`src/rtl/rvb_pkg.sv`:
```
`default_nettype none
// ============================================================================
// Module      : rvb_pkg
// Description : Shared constants and types for the bitmanip arbiter slice.
//               Defines the compressed instruction-bit vector carried to the
//               shared unit and a helper for round-robin pointer widths.
// Revision    : 1.0 - initial release
// ============================================================================
package rvb_pkg;

  // Compressed instruction vector: {b30,b27,b26,b25,b14,b13,b12,b5,b3}
  localparam int INSN_W   = 9;
  localparam int INSN_B30 = 8;
  localparam int INSN_B27 = 7;
  localparam int INSN_B26 = 6;
  localparam int INSN_B25 = 5;
  localparam int INSN_B14 = 4;
  localparam int INSN_B13 = 3;
  localparam int INSN_B12 = 2;
  localparam int INSN_B5  = 1;
  localparam int INSN_B3  = 0;

  typedef logic [INSN_W-1:0] insn_t;

  // Width of a pointer able to name any of n requesters (at least 1 bit).
  function automatic int ptr_width(input int n);
    return (n > 1) ? $clog2(n) : 1;
  endfunction

endpackage
`default_nettype wire

```
`src/rtl/rvb_rr_arb.sv`:
```
`default_nettype none
// ============================================================================
// Module      : rvb_rr_arb
// Description : Purely combinational round-robin selector. Scans the request
//               vector starting at index ptr and wrapping at N-1, and grants
//               the first requester found. The pointer register lives in the
//               parent so that it only advances on an accepted transfer.
// Ports       : req  [N]      - eligible requesters
//               ptr  [PTR_W]  - highest-priority index this cycle (< N)
//               gnt  [N]      - one-hot grant, zero when req is zero
// Revision    : 1.0 - initial release
// ============================================================================
module rvb_rr_arb
  import rvb_pkg::*;
#(
  parameter int N     = 2,
  parameter int PTR_W = ptr_width(N)
) (
  input  logic [N-1:0]     req,
  input  logic [PTR_W-1:0] ptr,
  output logic [N-1:0]     gnt
);

  logic [PTR_W-1:0] idx;
  logic             found;

  // Walk N positions from ptr; idx wraps explicitly so N need not be a
  // power of two.
  always_comb begin
    gnt   = '0;
    found = 1'b0;
    idx   = ptr;
    for (int k = 0; k < N; k++) begin
      if (!found && req[idx]) begin
        gnt[idx] = 1'b1;
        found    = 1'b1;
      end
      idx = (idx == PTR_W'(N - 1)) ? '0 : idx + 1'b1;
    end
  end

endmodule
`default_nettype wire

```
`src/rtl/rvb_arbiter.sv`:
```
`default_nettype none
// ============================================================================
// Module      : rvb_arbiter
// Description : Shares one single-cycle bitmanip execution unit between NREQ
//               issue ports. A round-robin grant selects one eligible
//               requester per cycle, its operands are muxed onto the unit,
//               and the unit's result is captured into that requester's own
//               one-deep output buffer, so a stalled consumer only blocks
//               itself.
// Ports       : clock, resetn                 - clock, async active-low reset
//               req_valid/req_ready [NREQ]     - per-requester issue handshake
//               req_rs1/2/3 [NREQ*XLEN]        - flattened operands
//               req_insn [NREQ*9]              - flattened instruction bits
//               rsp_valid/rsp_ready [NREQ]     - per-requester result handshake
//               rsp_rd [NREQ*XLEN]             - flattened buffered results
//               unit_valid/unit_ready          - shared unit input handshake
//               unit_rs1/2/3, unit_insn        - shared unit operands
//               unit_rd_valid, unit_rd         - shared unit result
//               unit_rd_ready                  - always accepting
// Revision    : 1.0 - initial release
// ============================================================================
module rvb_arbiter
  import rvb_pkg::*;
#(
  parameter int XLEN = 32,
  parameter int NREQ = 2
) (
  input  logic                   clock,
  input  logic                   resetn,
  input  logic [NREQ-1:0]        req_valid,
  output logic [NREQ-1:0]        req_ready,
  input  logic [NREQ*XLEN-1:0]   req_rs1,
  input  logic [NREQ*XLEN-1:0]   req_rs2,
  input  logic [NREQ*XLEN-1:0]   req_rs3,
  input  logic [NREQ*INSN_W-1:0] req_insn,
  output logic [NREQ-1:0]        rsp_valid,
  input  logic [NREQ-1:0]        rsp_ready,
  output logic [NREQ*XLEN-1:0]   rsp_rd,
  output logic                   unit_valid,
  input  logic                   unit_ready,
  output logic [XLEN-1:0]        unit_rs1,
  output logic [XLEN-1:0]        unit_rs2,
  output logic [XLEN-1:0]        unit_rs3,
  output logic [INSN_W-1:0]      unit_insn,
  input  logic                   unit_rd_valid,
  input  logic [XLEN-1:0]        unit_rd,
  output logic                   unit_rd_ready
);

  localparam int PTR_W = ptr_width(NREQ);

  logic [NREQ-1:0]           buf_full;
  logic [NREQ-1:0][XLEN-1:0] buf_data;
  logic [PTR_W-1:0]          rr_ptr;
  logic [PTR_W-1:0]          rr_ptr_nxt;
  logic [PTR_W-1:0]          gnt_idx;
  logic [NREQ-1:0]           elig;
  logic [NREQ-1:0]           gnt;
  logic                      fire;
  insn_t                     sel_insn;

  // A full buffer may take a new result in the same cycle it is drained.
  // resetn gates eligibility so that grant, unit_valid and req_ready all
  // drop the moment reset asserts, independent of the requesters.
  assign elig = {NREQ{resetn}} & req_valid & (~buf_full | rsp_ready);

  rvb_rr_arb #(
    .N     (NREQ),
    .PTR_W (PTR_W)
  ) u_rr_arb (
    .req (elig),
    .ptr (rr_ptr),
    .gnt (gnt)
  );

  // The unit is single-cycle: a transfer completes only when it both takes
  // the operands and presents the result in the same cycle. Otherwise the
  // grant simply persists because nothing it depends on changes.
  assign fire          = unit_ready & unit_rd_valid;
  assign req_ready     = gnt & {NREQ{fire}};
  assign unit_valid    = |gnt;
  assign unit_rd_ready = 1'b1;

  assign rsp_valid = buf_full;
  assign rsp_rd    = buf_data;

  // Operand mux; all-zero when nothing is granted.
  always_comb begin
    unit_rs1 = '0;
    unit_rs2 = '0;
    unit_rs3 = '0;
    sel_insn = '0;
    gnt_idx  = '0;
    for (int i = 0; i < NREQ; i++) begin
      if (gnt[i]) begin
        unit_rs1 = req_rs1[i*XLEN +: XLEN];
        unit_rs2 = req_rs2[i*XLEN +: XLEN];
        unit_rs3 = req_rs3[i*XLEN +: XLEN];
        sel_insn = req_insn[i*INSN_W +: INSN_W];
        gnt_idx  = PTR_W'(i);
      end
    end
  end

  assign unit_insn = sel_insn;

  // Priority moves to the requester just after the one served.
  assign rr_ptr_nxt = (gnt_idx == PTR_W'(NREQ - 1)) ? '0 : gnt_idx + 1'b1;

  always_ff @(posedge clock or negedge resetn) begin
    if (!resetn) begin
      buf_full <= '0;
      buf_data <= '0;
      rr_ptr   <= '0;
    end else begin
      for (int i = 0; i < NREQ; i++) begin
        if (req_ready[i]) begin
          // Refill wins over a simultaneous drain: the buffer stays full.
          buf_data[i] <= unit_rd;
          buf_full[i] <= 1'b1;
        end else if (rsp_ready[i]) begin
          buf_full[i] <= 1'b0;
        end
      end
      if (|req_ready) begin
        rr_ptr <= rr_ptr_nxt;
      end
    end
  end

endmodule
`default_nettype wire

```
`config.mk`:
```
export PLATFORM = sky130hd
export DESIGN_NAME = rvb_arbiter
export DESIGN_NICKNAME = d
export VERILOG_FILES = /design/src/rtl/rvb_pkg.sv /design/src/rtl/rvb_rr_arb.sv /design/src/rtl/rvb_arbiter.sv
export SDC_FILE = /design/constraint.sdc
export NUM_CORES = 1
export LEC_CHECK = 0
export ABC_AREA = 1
export ABC_CLOCK_PERIOD_IN_PS = 2200
export BUFFER_PORTS_ARGS = -buffer_cell sky130_fd_sc_hd__buf_2
export CAP_MARGIN = 30
export CORE_AREA = 2 2 165 167
export DETAILED_ROUTE_END_ITERATION = 8
export DIE_AREA = 0 0 167 169
export PLACE_DENSITY = 0.41
export SKIP_CTS_REPAIR_TIMING = 1
export SLEW_MARGIN = 5
export SYNTH_ARGS = -nofsm -noshare
export SYNTH_HDL_FRONTEND = slang
export SYNTH_SLANG_ARGS = --single-unit
```
`constraint.sdc`:
```
create_clock -name clock -period 2.2 [get_ports clock]
set_input_delay 0.11 -clock clock [delete_from_list [all_inputs] [get_ports clock]]
set_output_delay 0.11 -clock clock [all_outputs]
set_load 0.1 [all_outputs]
```
==> results of run 1 <==
[cells in the mapped netlist]
cell,n,share of area (%)
sky130_fd_sc_hd__clkinv_1,1,0.090
sky130_fd_sc_hd__or2_2,1,0.15
sky130_fd_sc_hd__a21oi_2,2,0.42
sky130_fd_sc_hd__nand4_1,33,4.9
sky130_fd_sc_hd__inv_2,2,0.18
sky130_fd_sc_hd__buf_4,8,1.4
sky130_fd_sc_hd__nand3_1,107,13
sky130_fd_sc_hd__nand2_1,380,34
sky130_fd_sc_hd__clkbuf_1,15,1.3
sky130_fd_sc_hd__conb_1,1,0.090
sky130_fd_sc_hd__dfrtp_1,67,40
sky130_fd_sc_hd__nand3_2,1,0.24
sky130_fd_sc_hd__inv_1,6,0.54
sky130_fd_sc_hd__buf_2,31,3.7
[registers in the layout, indices dropped and copies added, names as in the netlist]
signal,flops
rsp_rd,64
rsp_valid,2
rr_ptr,1
[cell type report]
cell class / instances / area, um^2 / area share (%)
Sequential cell: 67 / 1680 / 19.3
Inverter: 9 / 35.0 / 0.402
Timing Repair Buffer: 440 / 3950 / 45.3
Multi-Input combinational cell: 525 / 2310 / 26.5
Clock inverter: 6 / 88.8 / 1.02
Tap cell: 341 / 427 / 4.89
Clock buffer: 10 / 229 / 2.63
[how the worst max path moves through the flow]
stage            startpoint            to  cells after the start
2_1_floorplan  rsp_valid[1]  unit_rs3[13]                      7
3_3_place_gp         resetn  unit_insn[2]                      7
3_5_place_dp         resetn  unit_insn[2]                      7
4_1_cts        rsp_valid[0]  unit_insn[2]                      6
5_1_grt        rsp_valid[0]  unit_insn[2]                      6
6_report       rsp_valid[0]  unit_insn[2]                      6
[metal layers]
layer / part of all wire (%) / global-route usage, % / vias up
li1: - / - / 2889
met1: 41 / 20.2 / 2641
met2: 50 / 26.2 / 236
met3: 8.1 / 4.75 / 11
met4: 0.60 / 2.02 / 0
met5: 0 / 0 / -
[where the power goes]
part / internal, mW / leakage (nW) / total (mW) / switching (mW)
registers: 1.49 / 0.839 / 1.63 / 0.136
logic: 1.12 / 3.80 / 4.97 / 3.86
clock network: 0.995 / 0.149 / 1.56 / 0.566
total: 3.61 / 4.79 / 8.16 / 4.56
[cells by family after synthesis]
family / Yosys count / synth area share [%]
AND/OR/NAND/NOR: 522 / 52.2
flip-flops: 67 / 40.0
buffers and inverters: 63 / 7.29
AO/OA/AOI/OAI: 2 / 0.418
other: 1 / 0.0895
[worst max-delay path: cells and delay by family (launching register included)]
family / cells / cell delay (ns)
flops: 1 / 0.38
simple gates: 4 / 0.67
buf+inv: 2 / 0.48
==> results.md, run 1 <==
- The endpoint of the lowest-slack register-to-register path is rsp_rd[48].
- By startpoint and endpoint, the worst setup path is classified as flop to output port.
- The final standard cell area without fillers is just under 9000 um^2.
- The setup violation total in the final timing report is 0.
- The relative slew slack is 59.1%.
- Summed over all failing endpoints, the final setup total negative slack is 0 ns.
- Along the worst hold path, the cell count comes to 3.
- TritonCTS built the clock tree.
- Dividing the synthesized area by the synthesized cell count gives approximately 6.4 um^2.
- The worst-path maximum fanout is 75.
- In the routed layout, each cell is associated on average with a via count of 4.13.
- In the layout the commonest cells are 340 x sky130_fd_sc_hd__nand2_1, 315 x sky130_fd_sc_hd__buf_2, 114 x sky130_fd_sc_hd__buf_12.
- The upper clock frequency limit is just under 0.5 GHz.
- The category of the worst setup path launch point is a flop.
- The clock tree synthesis step divided the H-tree into 3 levels.
- The endpoint class of the critical path is an output port.
- The path depth of the worst reg2reg path is 7.
- The worst setup timing slack at the placement stage is 0.433 ns.
- The classification of the worst-slack hold path is input pin to flop.
- The total leakage power is about 4.8 nW.
- The count of maximum capacitance violations is 0.
- The global-route congestion overflow total is 0.
- The number of antenna diodes in the final layout is 0.
- The final weighted congestion of routability-driven global placement is 0.796.
- In this run the deepest clock path goes through 2 buffers.
- At the worst endpoint, the arrival time is between 1.5 and 2 ns.
- The cell that appears most often on the critical path is sky130_fd_sc_hd__buf_12.
- The floorplan step defined a die boundary enclosing ~28000 um^2.
- Across all register-to-register paths, the minimum setup slack is about 0.51 ns.
- The total routing usage reported by global routing is around 16%.
- The area growth from synthesis to layout is 108%.
- The filler cells instantiated in the layout total ~2800.
- The critical path's largest stage delay is between 0.3 and 0.4 ns.
- In this run the count of I/O pins placed on the die edge is ~430.
- The post-layout instance count excluding filler cells is roughly 1400.
- Setup repair after global routing left no endpoint under its margin.
- The startpoint identified for the worst hold timing path is unit_rd[6].
- The endpoint with the worst hold slack is rsp_rd[6].
- At the pin with the least slew margin, the transition time is approximately 0.61 ns.
- TritonCTS created 9 clock buffers.
- The placed wire-length estimate is roughly 18000 um.
- The number of global-route vias before repair is 5651.
- The first TritonRoute pass finished after 4 iterations.
- The buffer type at the clock tree root is sky130_fd_sc_hd__clkbuf_16.
- The initial antenna violation count came to 0.
- The worst hold-check slack is -0.0107 ns.
- The floorplan has 60 rows.
- The maximum number of pins on one net before global-route repair is 80.
- The launch instance of the worst register-to-register path is rsp_valid[0].
- The initial DRC count is between 200 and 300.
- The total area inside the core boundary comes to 26500 um^2.
- The flow ran to the end, but the final reports show violations.
- The core occupancy in the finished layout is roughly a third.
- Clock latency on the worst-skew pair, taken at its later pin, is 0.33 ns.
- The routed wire length is around 23000 um.
- The clock-pin slew of the registers on the worst-case setup and hold paths is approximately 0.060 ns.
- The number of nets in the layout is 1302.
- Counting distinct cell types in the post-synthesis netlist gives 14.
- The die height is 169 um.
- The checks that failed: hold timing.
- The detailed-route DRC error count is 0.
- The clock period minus worst slack is just over 2 ns.
- The portion of the post-synthesis area used by sequential elements is approximately 40%.
- The detail-routed net length per standard cell is 16.8 um.
- On the final layout, the worst clock skew is 0.00672 ns.
- The number of hold violations in the final report is 10.
- During synthesis, Yosys emitted a total of 0 warnings.
- Setup slack on the critical path of the routed design comes to ~0.14 ns.
- For this configuration, the core starts out at a cell density of around 16%.
- Leaving out fill and tap cells, the most frequent cell in the layout is sky130_fd_sc_hd__nand2_1.
- After detailed placement, the total cell area comes to between 8000 and 9000 um^2.
- The number of nets in the synthesized netlist is roughly 910.
- The post-route fraction of the period consumed by the critical path is 93.9%.
- In the synthesized netlist, the number of instances is between 600 and 700.
- The ratio of cells with drive above 1 in the final layout is between 40 and 50%.
- The die is between 150 and 200 um wide.
- The cell with the largest stage delay on the worst path is sky130_fd_sc_hd__dfrtp_2.
- The number of pins exceeding their max-slew limit in the final report is 0.
- For this design the ratio of total power to cell area is approximately 940 nW/um^2.
- After detailed placement, the design holds a cell count of around 1400.
- The routed layout has between 5000 and 6000 vias.
- Synthesis inferred 67 register bits.
- The post-synth design cell area is between 4000 and 5000 um^2.
- The number of port buffers is 423.
- The critical path goes through nand2_1 -> nand4_1 -> buf_12 -> nand3_1 -> nand2_2 -> buf_12.
- The critical path required time is ~2.1 ns.
- The total power is 8.16 mW.
- VDD sags by at most about 600 uV.
- The first global-routing pass estimated about 35000 um of wire.
- For this design, the sink count on the clock tree is 67.
- The detail route stage leaves a number of antenna-violating nets equal to 0.
Note: power is estimated with default switching activity, not from simulation.
==> run 2, diff against run 1 <==
- ABC_AREA: 1 -> unset
- CORE_AREA: 2 2 165 167 -> 2 2 167 169
- DIE_AREA: 0 0 167 169 -> 0 0 169 171
- PLACE_DENSITY: 0.41 -> 0.4
==> results.md, run 2 <==
- The die is around 170 um wide.
- The total clock buffers created by CTS is 9.
- The post-synth design cell area is 3960 um^2.
- For this design the ratio of total power to cell area is a little over 1000 nW/um^2.
- The number of port buffers is around 420.
- The largest clock skew in the final design is a little under 0.01 ns.
- The reported net switching power is ~4.8 mW.
- The final weighted congestion of routability-driven global placement is 0.741.
- The synthesized design devotes to its leading area cell type a little over two fifths of total area.
- The switching part of the total is between 50 and 60%.
- CTS placed an instance of sky130_fd_sc_hd__clkbuf_16 at the clock tree root.
- In the final design database the tool counted 958 nets.
- The logic gate share of total power is approximately 64%.
- The pre-antenna-repair detailed-routing pass consisted of 4 iterations.
- After synthesis, the netlist uses 23 different library cells.
- In the routed layout, each cell is associated on average with a via count of around 4.0.
- The clock period minus worst slack is about 2.1 ns.
- Counting flops and latches in the post-synthesis netlist gives 67.
- The total number of H-tree levels is 3.
- Of the cells placed in the final design, the portion with a size suffix greater than 1 is 88.5%.
- The flow ran to the end, and the final reports show no timing, DRC or antenna violations.
- The endpoint arrival time on the critical path is ~2 ns.
- The number of global-route vias before repair was 4278.
- The multi-input logic area is 2130 um^2.
- In this run the remaining antenna-violating nets after routing total 0.
- For this run, asynchronously set or reset flops after synthesis account for between 90% and 100%.
- In the layout the commonest cells are 315 x sky130_fd_sc_hd__buf_2, 116 x sky130_fd_sc_hd__buf_12, 101 x sky130_fd_sc_hd__a22o_2.
- After technology mapping, the gate count stands at 286.
- In this run the mean area of a mapped cell was 13.8 um^2.
- The number of hold violations in the final report is 0.
- The portion of the post-synthesis area used by sequential elements is between 40% and 50%.
- The sequential power share is between 15 and 20%.
- In this run the core area contains between 60 and 70 standard-cell rows.
- The floorplan die area is 28900 um^2.
- The final layout contains routed wiring with a total length of ~23000 um.
- Counting flops with a built-in enable in the synthesized netlist gives 0.
- The number of nets in the synthesized netlist is between 500 and 600.
- Once the floorplan was initialized, standard cells occupied around 14% of the core.
- Setup repair after global routing left no endpoint under its margin.
- The synthesized-area fraction occupied by and/or/nand/nor cells is 1.42%.
- Entering global routing, the biggest net connects 58 pins.
- The maximum resistive drop on vdd is about 730 uV.
- Summing the areas of all xor and xnor instances in the mapped netlist gives 0% of the synthesized area.
- The number of flip-flops in the largest register is 64.
- Timing would allow up to roughly 0.48 GHz.
- The total leakage power is around 4.3 nW.
- The worst-path maximum fanout is 52.
- The count of maximum capacitance violations is 0.
- The number of warnings reported in the yosys synthesis log is 0.
- Fill cells in the final layout number 2816.
- The later-pin clock latency in the skew report is around 0.34 ns.
- The clock net sink count is 67.
- Leaving out filler cells and counting taps, the final layout contains ~1100.
- The internal power is just under 4 mW.
- TritonCTS built the clock tree.
- The compound-gate portion of the synthesized area is 24.9%.
- The detailed-route DRC error count is 0.
- The final route contains about 4200 vias.
- Dividing the final minimum period by the clock period gives between 90% and 100%.
- The first global-routing pass estimated around 31000 um of wire.
- The clock-pin slew of the registers on the worst-case setup and hold paths is 0.06 ns.
- The global-route congestion overflow total is 0.
- The initial DRC count is 154.
- The die height is ~170 um.
- The total routing usage reported by global routing is 15.1%.
- The placed cell count is 1041.
- The share of total power dissipated in the clock network is 16.3%.
- By area the synthesized netlist is led by sky130_fd_sc_hd__dfrtp_1 42%, sky130_fd_sc_hd__a22o_1 23%, sky130_fd_sc_hd__mux2_4 21%, sky130_fd_sc_hd__buf_12 3.0%, sky130_fd_sc_hd__buf_6 2.3%.
- The sequential standard cell area is roughly 1700 um^2.
- The post-synthesis share of cell area spent on full adders, half adders and majority gates is 0%.
- The most common cell after layout, fill and taps aside is sky130_fd_sc_hd__buf_2.
- The endpoint class of the critical path is an output port.
- The worst setup path is of the flop to output port kind.
- The classification of the worst-slack hold path is input pin to flop.
- The critical path required time is about 2.1 ns.
- The initial antenna violation count is 9.
- The design draws 8.70 mW.
- The relative slew slack is between 50% and 60%.
- After synthesis, the most frequently instantiated cells are 105 x sky130_fd_sc_hd__a22o_1, 67 x sky130_fd_sc_hd__dfrtp_1, 56 x sky130_fd_sc_hd__mux2_4.
- The multiplexer share of the synthesized area is 23.5%.
- For the pin with the worst max-slew slack, the measured transition is around 0.74 ns.
- The main flop type after synthesis is sky130_fd_sc_hd__dfrtp_1.
- The dominant combinational cell family by area after synthesis is compound AO/OA/AOI/OAI gates.
- Among all cell types in the netlist, the one instantiated most often is sky130_fd_sc_hd__a22o_1.
- The area growth from synthesis to layout is 116%.
- In this run the deepest clock path goes through 2 buffers.
- STA classifies the critical path startpoint as a flop.
- The HPWL after detailed placement is between 15000 and 20000 um.
- In the final routed layout, each cell accounts on average for around 22 um.
- The floorplan step defined a core boundary enclosing ~27000 um^2.
- The setup violation total in the final timing report is 0.
- The number of pins exceeding their max-slew limit in the final report is 0.
- Pin placement for this block handled between 400 and 500 I/O pins.
- The largest area contributor in the netlist is sky130_fd_sc_hd__dfrtp_1.
==> run 2: changes by cell type in the layout (fill, tap and decap cells not counted), sizes merged, moves of 3 or more <==
cell and delta:
nand4 -33, inv -6, nand2 -377, diode +3, buf +5, mux2 +64
a22o +105, nand3 -107
==> run 2: area by class of cell <==
class / count / area share (%)
Clock inverter: 5 / 0.630
Antenna cell: 3 / 0.0880
Sequential cell: 67 / 19.7
Clock buffer: 11 / 2.73
Timing Repair Buffer: 443 / 46.8
Tap cell: 346 / 5.07
Inverter: 2 / 0.0880
Multi-Input combinational cell: 185 / 24.9
==> run 2: cells by family after synthesis <==
group	after synthesis
AO/OA/AOI/OAI	113
buffers and inverters	34
flip-flops	67
multiplexers	64
other	1
AND/OR/NAND/NOR	7
==> run 2: path summary, 6_finish.rpt <==
path,startpoint,end,slack [ns],cells after the start
max,rsp_valid[0],unit_rs1[13],0.11,6
min in group asynchronous,resetn,rsp_rd[35],0.06,2
min,unit_rd[12],rsp_rd[12],0.02,2
max in group asynchronous,resetn,rsp_valid[1],1.61,2
min reg2reg,rsp_rd[44],rsp_rd[44],0.50,1
max reg2reg,rsp_valid[1],rsp_rd[44],0.50,4
==> run 2: per-layer routing <==
layer	vias to the layer above	part of all wire, %	GRT usage, %	wire length (um)
li1	1966	-	-	-
met1	2004	39	18.1	9240
met2	228	49	25.0	11500
met3	29	10	7.03	2460
met4	12	0.97	3.05	227
met5	-	0.34	0	79
==> run 2: power by group through the flow <==
stage          Sequential [mW]  Clock, mW  Combinational, mW
2_1_floorplan             3.92          0               1.91
3_5_place_dp              1.71          0               5.60
6_report                  1.71       1.42               5.57
5_1_grt                   1.75       1.52               5.71
3_3_place_gp              1.73          0               5.59
4_1_cts                   1.71       1.47               5.60
==> run 2: per-stage QoR <==
step,utilization [%],setup TNS [ns],instance area (um^2),hold slack (ns),worst slack [ns]
after global placement,30.1,0,8210,0.183,0.360
after floorplan,-,0,4080,-0.186,0.0530
after global routing,31.2,0,8530,0.00684,0.00443
after CTS,31.1,-0.120,8500,-0.184,-0.0595
after detailed placement,30.1,0,8210,0.184,0.314
final,31.2,0,8530,0.0165,0.111
==> run 2: critical path, cell delays in order (launching register included) <==
cell and delay, ns:
sky130_fd_sc_hd__dfrtp_2 0.41, sky130_fd_sc_hd__nand2b_4 0.08, sky130_fd_sc_hd__nand3_4 0.12, sky130_fd_sc_hd__o21a_4 0.29
sky130_fd_sc_hd__buf_12 0.21, sky130_fd_sc_hd__a22o_2 0.33, sky130_fd_sc_hd__buf_12 0.17
==> run 3, diff against run 2 <==
- HOLD_SLACK_MARGIN: unset -> 0.02
- MAX_ROUTING_LAYER: unset -> met4
==> results.md, run 3 (synthesized netlist as in run 2, its figures left out) <==
- Dividing the detail-routed wire length by the instance count gives between 20 and 25 um.
- The first-pass iteration count of the detailed router is 4.
- The total number of H-tree levels is 3.
- The post-layout instance count excluding filler cells is ~1100.
- Summed over all layers, the global routing overflow is 0.
- Detailed placement ended at an HPWL of 19500 um.
- The later-pin clock latency in the skew report is between 0.3 and 0.4 ns.
- The clock period minus worst slack is between 2 and 2.5 ns.
- The library cells used most frequently in the layout, excluding fill and tap cells, are 315 x sky130_fd_sc_hd__buf_2, 116 x sky130_fd_sc_hd__buf_12, 101 x sky130_fd_sc_hd__a22o_2.
- The number of nets in the layout is about 980.
- The number of hold violations in the final report is 0.
- The power per cell area is approximately 1000 nW/um^2.
- The total routing usage reported by global routing is 15.6%.
- The total leakage power is 4.38 nW.
- The number of global-route vias before repair came to around 4300.
- At the worst endpoint, the required time is between 2 and 2.5 ns.
- For this run, the top clock speed supported by timing is 0.478 GHz.
- Clock tree synthesis found a total of 67 sinks.
- The register-to-register setup slack is around 0.5 ns.
- The largest clock skew in the final design is about 0.0086 ns.
- The placed cell count is between 1000 and 1500.
- The signal on the critical path passes through nand2b_4 -> nand3_4 -> o21a_4 -> buf_12 -> a22o_2 -> buf_12.
- The launching instance or port of the critical path is rsp_valid[0].
- The routed layout has ~4400 vias.
- Setup violations remaining at the end of the flow were counted as 0.
- Measured along the y axis, the die boundary spans 171 um.
- Dividing the detail-routed via count by the number of cells gives roughly 4.
- The path depth of the worst reg2reg path is 4.
- The floorplan die area is around 29000 um^2.
- The worst-case IR drop observed on VDD is 737 uV.
- Clock-pin slew was measured on the worst setup and hold paths at ~0.06 ns.
- After floorplanning, the core was divided into 61 placement rows.
- Entering global routing, the biggest net connects 58 pins.
- The number of pins exceeding their max-slew limit in the final report is 0.
- The number of antenna-violating nets in the routed design is 0.
- The width of the die is between 150 and 200 um.
- Pin placement for this block handled roughly 430 I/O pins.
- The TritonCTS clock tree is built.
- The initial antenna violation count came to 10.
- The layout-stage area growth over the synthesis result is 122%.
- The buffer type at the clock tree root is sky130_fd_sc_hd__clkbuf_16.
- The count of maximum capacitance violations is 0.
- Counting the fill cells in the layout gives 2798.
- The multi-input logic area is ~2100 um^2.
- The most prevalent standard cell on the critical path is sky130_fd_sc_hd__buf_12.
- In the final layout, the share of cells above drive strength 1 is 85.7%.
- The maximum count of clock buffers along a single path is 2.
- The launch instance of the worst register-to-register path is rsp_valid[1].
- At the pin with the least slew margin, the transition time is approximately 0.74 ns.
- The critical path ends at unit_rs1[13].
- Leaving out fill and tap cells, the most frequent cell in the layout is sky130_fd_sc_hd__buf_2.
- The classification of the worst-slack hold path is input pin to flop.
- Setup repair after global routing left no endpoint under its margin.
- The initial standard-cell utilization of the core is between 10 and 15%.
- The run finished with clean final reports.
- The register with the most flip-flops in the layout has 64 of them.
- After floorplanning, the core was sized to cover about 27000 um^2.
- In this run, the number of DRC markers left after iteration 0 of detailed routing was about 200.
- With fillers left out, the area of the finished cells amounts to around 8800 um^2.
- The number of clock buffers added by TritonCTS is 9.
- The final weighted congestion of routability-driven global placement is 0.751.
- The sequential standard cell area is 1680 um^2.
- The first global-routing pass estimated between 30000 and 40000 um of wire.
- Measured against its own limit, the worst slew margin works out to between 50% and 60%.
- The largest individual stage delay along the critical path comes from the cell sky130_fd_sc_hd__dfrtp_2.
- STA classifies the critical path endpoint as an output port.
- The routed wire length is between 20000 and 25000 um.
- The critical path's largest stage delay is between 0.4 and 0.5 ns.
- The post-route fraction of the period consumed by the critical path is 95.1%.
- After detailed placement, the total cell area comes to ~8200 um^2.
- The endpoint arrival time on the critical path is between 1.5 and 2 ns.
- Buffers placed on the I/O ports in this run total roughly 420.
- The category of the worst setup path launch point is a flop.
- The detailed-route DRC error count is 0.
- The worst setup path is of the flop to output port kind.
- The worst-path maximum fanout is 52.
- The worst register-to-register path ends at rsp_rd[44].
==> run 3: metal layers <==
metal  GRT usage, %  part of all wire (%)
met3           6.78                   8.9
met4           2.82                  0.79
met2           25.1                    50
met1           18.3                    41
met5              -                     0
==> run 3: per-stage QoR <==
stage / hold slack (ns) / power [mW] / worst slack (ns) / util [%] / TNS (ns)
after global routing: 0.0204 / 9.02 / 0.00158 / 32.1 / 0
final: 0.0212 / 8.74 / 0.108 / 32.2 / 0
after CTS: -0.184 / 8.78 / -0.0595 / 31.1 / -0.120
after global placement: 0.183 / 7.32 / 0.360 / 30.1 / 0
after detailed placement: 0.184 / 7.31 / 0.314 / 30.1 / 0
after floorplan: -0.186 / 5.83 / 0.0530 / - / 0
==> run 3: power breakdown <==
| part | leakage (nW) | internal, mW | switching (mW) |
|---|---|---|---|
| Sequential | 0.807 | 1.54 | 0.176 |
| Clock | 0.143 | 0.874 | 0.544 |
| Combinational | 3.43 | 1.52 | 4.08 |
==> run 3: cell type report <==
class                   count  share of cell area [%]
repair buffers            466                    48.1
inverters                   2                  0.0855
clock buffers              11                    2.65
multi-input cells         185                    24.2
flip-flops and latches     67                    19.1
diodes                     11                   0.313
clock inverters             5                   0.612
well taps                 346                    4.93
==> run 3: how the worst min path moves through the flow <==
| stage | from | to | depth (start not counted) |
|---|---|---|---|
| finish | unit_rd[19] | rsp_rd[51] | 2 |
| global route | unit_rd[19] | rsp_rd[51] | 2 |
| CTS | resetn | rsp_rd[25] | 2 |
| detailed placement | resetn | rsp_rd[34] | 2 |
| global placement | resetn | rsp_rd[34] | 2 |
| floorplan | resetn | rr_ptr | 0 |
==> run 3: worst max-delay path: cells and delay by family (launching register included) <==
kind	cells	cell delay [ns]
AO/OA/AOI/OAI	2	0.62
buffers and inverters	2	0.38
flip-flops	1	0.41
AND/OR/NAND/NOR	2	0.20
